--- config.mk ---
export PLATFORM = sky130hd
export DESIGN_NAME = reg_port_seq
export DESIGN_NICKNAME = d
export VERILOG_FILES = /design/src/rtl/reg_port_seq.sv
export SDC_FILE = /design/constraint.sdc
export NUM_CORES = 1
export LEC_CHECK = 0
export ABC_AREA = 1
export CORE_AREA = 2 2 114 116
export DETAILED_ROUTE_END_ITERATION = 7
export DIE_AREA = 0 0 116 118
export PLACE_DENSITY = 0.79
export SKIP_LAST_GASP = 1
export SYNTH_ARGS = -nofsm -noshare
export SYNTH_HDL_FRONTEND = slang
export SYNTH_SLANG_ARGS = --single-unit
--- constraint.sdc ---
create_clock -name clkout -period 1.56 [get_ports clkout]
set_input_delay 0.39 -clock clkout [delete_from_list [all_inputs] [get_ports clkout]]
set_output_delay 0.39 -clock clkout [all_outputs]
set_load 0.005 [all_outputs]
--- src/rtl/reg_port_seq.sv ---
// +----------------------------------------------------------------------------+
// | reg_port_seq                                                               |
// | Serialises operand fetches and writebacks onto a single-port register file.|
// | Rev 1.0                                                                    |
// +----------------------------------------------------------------------------+
`default_nettype none

module reg_port_seq #(
  parameter int SIZE   = 32,
  parameter int ADDR_W = 5
) (
  input  logic              clkout,
  input  logic              rst_n,
  input  logic              op_valid,
  output logic              op_ready,
  input  logic [ADDR_W-1:0] op_src_a,
  input  logic [ADDR_W-1:0] op_src_b,
  input  logic              op_b_en,
  output logic              op_done,
  output logic [SIZE-1:0]   opa,
  output logic [SIZE-1:0]   opb,
  input  logic              wb_valid,
  output logic              wb_ready,
  input  logic [ADDR_W-1:0] wb_addr,
  input  logic [SIZE-1:0]   wb_data,
  output logic              rf_sal,
  output logic [ADDR_W-1:0] rf_addr,
  output logic [SIZE-1:0]   rf_result,
  input  logic [SIZE-1:0]   rf_din
);

  typedef enum logic [2:0] {
    IDLE  = 3'd0,
    WR    = 3'd1,
    RD_A  = 3'd2,
    RD_B  = 3'd3,
    CAP_A = 3'd4,
    CAP_B = 3'd5
  } state_e;

  state_e              state_q, state_d;
  logic                rf_sal_q, rf_sal_d;
  logic [ADDR_W-1:0]   rf_addr_q, rf_addr_d;
  logic [SIZE-1:0]     rf_result_q, rf_result_d;
  logic [SIZE-1:0]     opa_q, opa_d;
  logic [SIZE-1:0]     opb_q, opb_d;
  logic                op_done_q, op_done_d;
  logic                b_en_q, b_en_d;
  logic [ADDR_W-1:0]   src_b_q, src_b_d;

  // Writeback wins over a simultaneous op so earlier results are visible to it.
  assign wb_ready = (state_q == IDLE);
  assign op_ready = (state_q == IDLE) & ~wb_valid;

  always_comb begin
    state_d     = state_q;
    rf_sal_d    = rf_sal_q;
    rf_addr_d   = rf_addr_q;
    rf_result_d = rf_result_q;
    opa_d       = opa_q;
    opb_d       = opb_q;
    op_done_d   = 1'b0;
    b_en_d      = b_en_q;
    src_b_d     = src_b_q;
    case (state_q)
      IDLE: begin
        if (wb_valid) begin
          rf_sal_d    = 1'b1;
          rf_addr_d   = wb_addr;
          rf_result_d = wb_data;
          state_d     = WR;
        end else if (op_valid) begin
          rf_sal_d  = 1'b0;
          rf_addr_d = op_src_a;
          src_b_d   = op_src_b;
          b_en_d    = op_b_en;
          state_d   = RD_A;
        end
      end
      WR: begin
        rf_sal_d = 1'b0;
        state_d  = IDLE;
      end
      RD_A: begin
        if (b_en_q) begin
          rf_addr_d = src_b_q;
          state_d   = RD_B;
        end else begin
          state_d = CAP_A;
        end
      end
      RD_B: begin
        opa_d   = rf_din;
        state_d = CAP_B;
      end
      CAP_A: begin
        opa_d     = rf_din;
        opb_d     = '0;
        op_done_d = 1'b1;
        state_d   = IDLE;
      end
      CAP_B: begin
        opb_d     = rf_din;
        op_done_d = 1'b1;
        state_d   = IDLE;
      end
      default: state_d = IDLE;
    endcase
  end

  always_ff @(posedge clkout or negedge rst_n) begin
    if (!rst_n) begin
      state_q     <= IDLE;
      rf_sal_q    <= 1'b0;
      rf_addr_q   <= '0;
      rf_result_q <= '0;
      opa_q       <= '0;
      opb_q       <= '0;
      op_done_q   <= 1'b0;
      b_en_q      <= 1'b0;
      src_b_q     <= '0;
    end else begin
      state_q     <= state_d;
      rf_sal_q    <= rf_sal_d;
      rf_addr_q   <= rf_addr_d;
      rf_result_q <= rf_result_d;
      opa_q       <= opa_d;
      opb_q       <= opb_d;
      op_done_q   <= op_done_d;
      b_en_q      <= b_en_d;
      src_b_q     <= src_b_d;
    end
  end

  assign rf_sal    = rf_sal_q;
  assign rf_addr   = rf_addr_q;
  assign rf_result = rf_result_q;
  assign opa       = opa_q;
  assign opb       = opb_q;
  assign op_done   = op_done_q;

endmodule

`default_nettype wire

==> run summary, run 1 <==
For the pin with the worst max-slew slack, the measured transition is 0.311 ns. The share of the synthesized netlist area taken by xor and xnor gates came out at 0%. The clock insertion delay at the later pin of the skew report came out at 0.34 ns. The overall overflow remaining after global route came out at 0. For flop-to-flop paths, the worst setup slack is 0.15 ns.

The count of final setup violators is 1. The final net count is 785. The power density relative to cell area came out at 1780 nW/µm². TritonCTS built the clock tree. Of the total power, registers draw 40.1%.

The worst path in the final design needs a cycle of 1.60 ns, including I/O delays and setup. The synthesized netlist occupies a cell area of 4610 µm². The starting DRC count in detailed routing came out at 261. The delay of the slowest critical-path stage came out at 0.42 ns. The number of clock sinks is 112.

The top-level I/O count came out at 189. The number of placed instances, taps included is 844. Sorting the synthesized cells by area gives the leading types as dfrtp_1 (61%), nand2_1 (10%), nand3_1 (7.9%). The final max-slew violation count is 0. After detailed routing, the total wire length is 12000 µm. The synthesized design spends more area on one cell type than any other, namely dfrtp_1. The prevailing post-synth register cell is dfrtp_1. In this run the worst hold path is classified as primary input to async pin. The total net switching power came out at 4.36 mW. Entering global routing, the biggest net connects 58 pins. The run finished, with violations left. After detailed routing, the number of vias per cell comes to 4.62. The area growth from synthesis to layout is 51.7%. The CTS root buffer is clkbuf_16.

The global routing usage summed across all routing layers is 18.7%. The depth of the CTS H-tree came out at 3. The largest family of logic cells by synthesized area is simple AND/OR/NAND/NOR gates. IR analysis of the VDD net gives a maximum drop of 999 µV. The synthesized area per cell is 9.35 µm². The average wire per standard cell came out at 13.7 µm. The data arrival time of the critical path is 1.21 ns. In the final layout, the share of cells above drive strength 1 is 9.92%. The register clock-pin slew on the reported worst setup and hold paths came out at 0.07 ns.

Net switching is 35.1% of the power. The placed wire-length estimate came out at 8720 µm. Setup repair after global routing could not meet its margin everywhere. After routing the design area is 7000 µm². The area share of and/or/nand/nor cells after synthesis is 24.0%. The share of the synthesized area in the top cell type came out at 60.8%. Setup slack on the critical path of the routed design comes to -0.0361 ns. The full die area came out at 13700 µm².

The critical path class is flop to output pin. The cell type of the slowest stage on the worst timing path is dfrtp_2. The placer congestion estimate is 0.799. Across the run, the number of max-cap violations was 0. The CTS buffer count is 9. The minimum hold slack is 0.422 ns.

The internal portion of the total power is 8.06 mW. The worst pin sits at a relative slew slack of 79.3%. Yosys printed 0 warnings. The via count of the first global-routing pass is 4168.

The part of the cycle the worst path needs is 102%. The leakage power figure came out at 3.60 nW. The synthesized-area fraction occupied by ao, oa, aoi and oai cells is 7.35%.

The final reports fail on setup timing. The largest fanout on the critical path came out at 3. The die is 118 µm tall. The share of total power dissipated in combinational logic is 42.9%.

The number of distinct standard cells referenced by the synthesized netlist came out at 23. The worst-case clock buffer depth is 2. The cell count after synthesis came out at 493. Once placement finished, the instance area stood at 6700 µm².

The region available for standard cell placement spans 12400 µm². The DRC violation count after routing came out at 0. The synthesized flop and latch total is 112. The count of cells in the finished layout, fillers not included, comes to 878.

The number of antenna violations at the first check in global routing is 0. The total power after layout came out at 12.4 mW. The share of power burned in the clock network came out at 17.0%.

Cells fill 56.4% of the core in the end. The required time of the critical path came out at 1.17 ns. The critical path goes through nor2_4, nand2_4, nor2_4, buf_2.

The global-route wire length before repair came out at 20400 µm. The antenna violation net count after detailed routing came out at 0. The number of hold violations in the final report came out at 0. After Yosys synthesis, full adders, half adders and majority gates account for 0% of the synthesized area.

The antenna diode instance count came out at 0. The maximum frequency from static timing analysis is 0.627 GHz. STA classifies the critical path startpoint as a flop. The number of synthesized flops with an enable pin is 0. The number of buffers added on ports came out at 188. By instance count, the cell type seen most on the critical path is nor2_4. The sort of element at the end of the critical path is an output pin. Of the post-synthesis cell area, the part taken by muxes is 0%. The initial core utilization came out at 37.1%. The part of the Yosys area used for sequential elements came out at 60.8%. After filler insertion, the fill cell instance count of the layout stands at 1140.

The x dimension of the die is 116 µm. The net count after synthesis is 577. The first TritonRoute pass finished after 4 iterations. Of all flip-flops after synthesis, the portion carrying an async set or reset was 100%.

The floorplan has 41 rows. The total via count after detailed routing came out at 4055. The largest clock skew in the final design came out at 0.00731 ns.
-- timing repair --
item	4_1_cts	5_1_grt
setup endpoints to repair	139	40
setup buffers	17	0
gates resized for setup	114	2
endpoints found under the hold margin	7	0
pin swaps	3	3
hold buffers	1	0
-- power groups by stage --
stage | Combinational, mW | Sequential [mW] | Clock [mW]
2_1_floorplan | 2.36 | 5.12 | 0
3_3_place_gp | 5.72 | 5.04 | 0
3_5_place_dp | 5.89 | 5.10 | 0
4_1_cts | 5.39 | 4.99 | 2.19
5_1_grt | 5.99 | 5.15 | 2.32
6_report | 5.33 | 4.98 | 2.11
-- layout make-up --
type	count	area, µm²	area share [%]
clock buffers	9	225	3.22
clock inverters	7	48.8	0.697
inverters	38	145	2.07
multi-input cells	316	1460	20.8
flip-flops and latches	112	2800	40.1
well taps	172	215	3.08
repair buffers	224	2100	30.0
-- flip-flops by register name, summed over array words and instances (netlist names) --
signal,cells
opa,32
opb,32
rf_result,32
rf_addr,5
src_b_q,5
state_q,3
b_en_q,1
op_done,1
rf_sal,1
-- cells by family after synthesis --
| kind of cell | Yosys count |
|---|---|
| simple gates | 250 |
| flops | 112 |
| compound gates | 66 |
| buf+inv | 65 |
-- worst max-delay path: cells and delay by family (launching register included) --
| kind | cells | cell delay [ns] |
|---|---|---|
| simple gates | 3 | 0.32 |
| flops | 1 | 0.42 |
| buf+inv | 1 | 0.12 |
-- cells in the final DEF (no fill, tap or decap), drive strengths merged --
cell / n
nand2: 134
dfrtp: 112
dlygate4sd2: 103
clkdlybuf4s50: 82
nand3: 76
nor2: 40
inv: 38
buf: 38
a21oi: 32
o21ai: 32
clkbuf: 9
clkinvlp: 4
clkinv: 3
a21boi: 1
o211ai: 1
dlygate4sd3: 1
-- through the flow --
stage,setup TNS (ns),setup slack (ns)
after floorplan,0,0.173
after detailed placement,-7.77,-0.346
after global placement,-6.51,-0.339
after global routing,-0.257,-0.110
after CTS,-0.0921,-0.0921
final,-0.0361,-0.0361
-- path summary, 6_finish.rpt --
| check | start | endpoint | cells after the start |
|---|---|---|---|
| min in group clkout | rf_result[11]$_DFFE_PN0P_ | rf_result[11]$_DFFE_PN0P_ | 2 |
| setup reg to reg | state_q[1]$_DFFE_PN0P_ | rf_result[21]$_DFFE_PN0P_ | 7 |
| hold / removal | rst_n | rf_result[4]$_DFFE_PN0P_ | 2 |
| hold reg to reg | rf_result[11]$_DFFE_PN0P_ | rf_result[11]$_DFFE_PN0P_ | 2 |
| setup / recovery | state_q[1]$_DFFE_PN0P_ | op_ready | 4 |
| max in group asynchronous | rst_n | opb[19]$_DFFE_PN0P_ | 3 |
-- per-layer routing --
metal | share of wire (%) | track usage [%] | wire length [µm] | vias to the layer above
met3 | 8.6 | 6.08 | 1030 | 14
met5 | 0 | 0 | 0 | -
li1 | - | - | - | 1995
met2 | 47 | 29.8 | 5650 | 155
met4 | 1.5 | 7.51 | 184 | 0
met1 | 43 | 23.3 | 5160 | 1891
-- Yosys cell counts (2+ instances only) --
master / instances
a21oi_1: 31
buf_2: 11
buf_4: 3
buf_6: 12
dfrtp_1: 112
inv_1: 36
nand2_1: 129
nand2_4: 4
nand3_1: 73
nand3_2: 2
nor2_1: 36
nor2_2: 2
nor2_4: 2
o21ai_0: 9
o21ai_1: 23
No activity file was read; power rests on OpenSTA's default activity.
==> run 2: changes to the inputs <==
--- a/config.mk
+++ b/config.mk
@@ -9,8 +9,10 @@
 export CORE_AREA = 2 2 114 116
 export DETAILED_ROUTE_END_ITERATION = 7
 export DIE_AREA = 0 0 116 118
+export GPL_ROUTABILITY_DRIVEN = 0
 export PLACE_DENSITY = 0.79
 export SKIP_LAST_GASP = 1
+export SLEW_MARGIN = 20
 export SYNTH_ARGS = -nofsm -noshare
 export SYNTH_HDL_FRONTEND = slang
 export SYNTH_SLANG_ARGS = --single-unit
==> results of run 2 <==
The final DEF is identical to that of run 1; final timing and power are the same.
==> edit (flow settings as in run 2) <==
The parameter `ADDR_W` goes from 5 to 4.
--- a/src/rtl/reg_port_seq.sv
+++ b/src/rtl/reg_port_seq.sv
@@ -7,7 +7,7 @@
 
 module reg_port_seq #(
   parameter int SIZE   = 32,
-  parameter int ADDR_W = 5
+  parameter int ADDR_W = 4
 ) (
   input  logic              clkout,
   input  logic              rst_n,
Ports: changed (resized op_src_a, op_src_b, rf_addr and wb_addr); port bits go from 189 to 185. The function was not compared with the original's and may differ.
==> edit against run 2 <==
- the flow still finishes with violations (negative setup slack)
- power grew 5.4%
- maximum frequency about the same
- highest routed layer unchanged
- sequential cell count decreased by 2
- first-iteration DRC count decreased by 56%
- wire length is 9.1% higher
- largest power group unchanged
- setup slack gained 1.0 ps
- cell area grew 0.93%
- synthesized area fell by 4.9%
==> edit: results <==
{
  "yosys-top-cells-count": "dfrtp_1 (110), nand2_1 (101), nand3_1 (72)",
  "yosys_warnings": 0,
  "r2r-end": "rf_result[21]$_DFFE_PN0P_",
  "violations": "negative setup slack",
  "via_per_inst": 4.74,
  "nets": 773,
  "n_fill_cell": 1109,
  "cts-buffers-inserted": 9,
  "postSynthAreaPerCell_um2": 9.27,
  "grt_first_pass_wirelength_um": 19400,
  "min_to": "rf_result[26]$_DFFE_PN0P_",
  "synth_cell_types": 20,
  "cp-start-kind": "flop",
  "synth_area_leaders": "dfrtp_1 (63%), nand2_1 (8.6%), nand3_1 (8.2%)",
  "rr_worst_depth": 8,
  "status": "finished, violations left",
  "dpl.hpwl_um": 9140,
  "yosysSeqAreaShare_pct": 62.8,
  "grt_max_degree": 41,
  "h-tree-depth": 3,
  "setup_viol": 1,
  "antenna_found_initial": 0,
  "clockPowerShare_pct": 16.2,
  "drt-initial-drc-count": 115,
  "drive_above_1_share_pct": 12.3,
  "wl_per_cell_um": 15.1,
  "powerDensity_nw_per_um2": 1850,
  "stdcell_count": 869,
  "p_sw_share_pct": 36.5,
  "endpoint": "op_ready",
  "r2r_slack_ps": 80,
  "cp_data_arrival_time_ps": 1210,
  "syn_nets": 554,
  "clock_latency_ps": 340,
  "grt_pass1_vias": 4065,
  "async_reset_ff_share_pct": 100,
  "fin_ws_ps": -35.0,
  "hold_path_depth": 2,
  "p_comb_mw": 6.17,
  "ir_worst_vdd_uv": 748,
  "max_slew_margin_pct": 75.6,
  "clockBufferDepth": 2,
  "hold_path_class": "flop to flop",
  "min_from": "rf_result[26]$_DFFE_PN0P_",
  "diodes": 0,
  "grtUsageTotal_pct": 17.8,
  "leakage_nw": 3.61,
  "port_buffers": 184,
  "rr_startpoint": "state_q[1]$_DFFE_PN0P_",
  "finClkSkew_ps": 10.6,
  "placed_cells": 835
}
edit: changes by cell type after synthesis, moves of 5 or more:
cell,run 2,this run
o21ai_0,9,38
nand2_1,129,101
o21ai_1,23,0
buf_6,12,0
clkbuf_1,1,8
inv_1,36,41
edit: logic make-up after synthesis:
family | synth area share, %
AO/OA/AOI/OAI | 8.56
buffers and inverters | 6.79
flip-flops | 62.8
AND/OR/NAND/NOR | 21.9
edit: critical path, stage by stage (launching register included):
cell,delay [ps]
dfrtp_1,410
nor2_4,130
nand2_2,80
inv_4,80
nand2_4,50
inv_2,50
buf_6,80
edit: final cells by class:
type | count | area (µm²) | share of cell area [%]
clock buffers | 10 | 229 | 3.24
well taps | 172 | 215 | 3.05
inverters | 44 | 170 | 2.41
repair buffers | 234 | 2270 | 32.1
flip-flops and latches | 110 | 2750 | 39.0
multi-input cells | 293 | 1380 | 19.5
clock inverters | 6 | 47.5 | 0.673
edit: timing repair:
item / in CTS / in global routing
hold buffers: 1 / 0
cloned: 0 / 6
gates resized for setup: 113 / 13
setup buffers: 10 / 2
pin swaps: 2 / 4
endpoints found under the setup margin: 108 / 42
hold endpoints to repair: 20 / 0
edit: per-stage QoR:
stage,TNS [ps],cell area (µm²),hold WS (ps),setup WS [ps]
2_1_floorplan,0,4390,94.4,162
3_3_place_gp,-7790,6640,326,-307
3_5_place_dp,-9820,6640,334,-432
4_1_cts,-69.6,6870,475,-69.6
5_1_grt,-778,7060,487,-121
6_report,-35.0,7060,467,-35.0
edit: metal layers:
| metal | track usage [%] | up-vias | share of wire (%) |
|---|---|---|---|
| li1 | - | 1961 | - |
| met1 | 21.9 | 1971 | 41 |
| met2 | 28.9 | 181 | 48 |
| met3 | 6.49 | 10 | 9.3 |
| met4 | 5.65 | 0 | 1.3 |
| met5 | 0 | - | 0 |
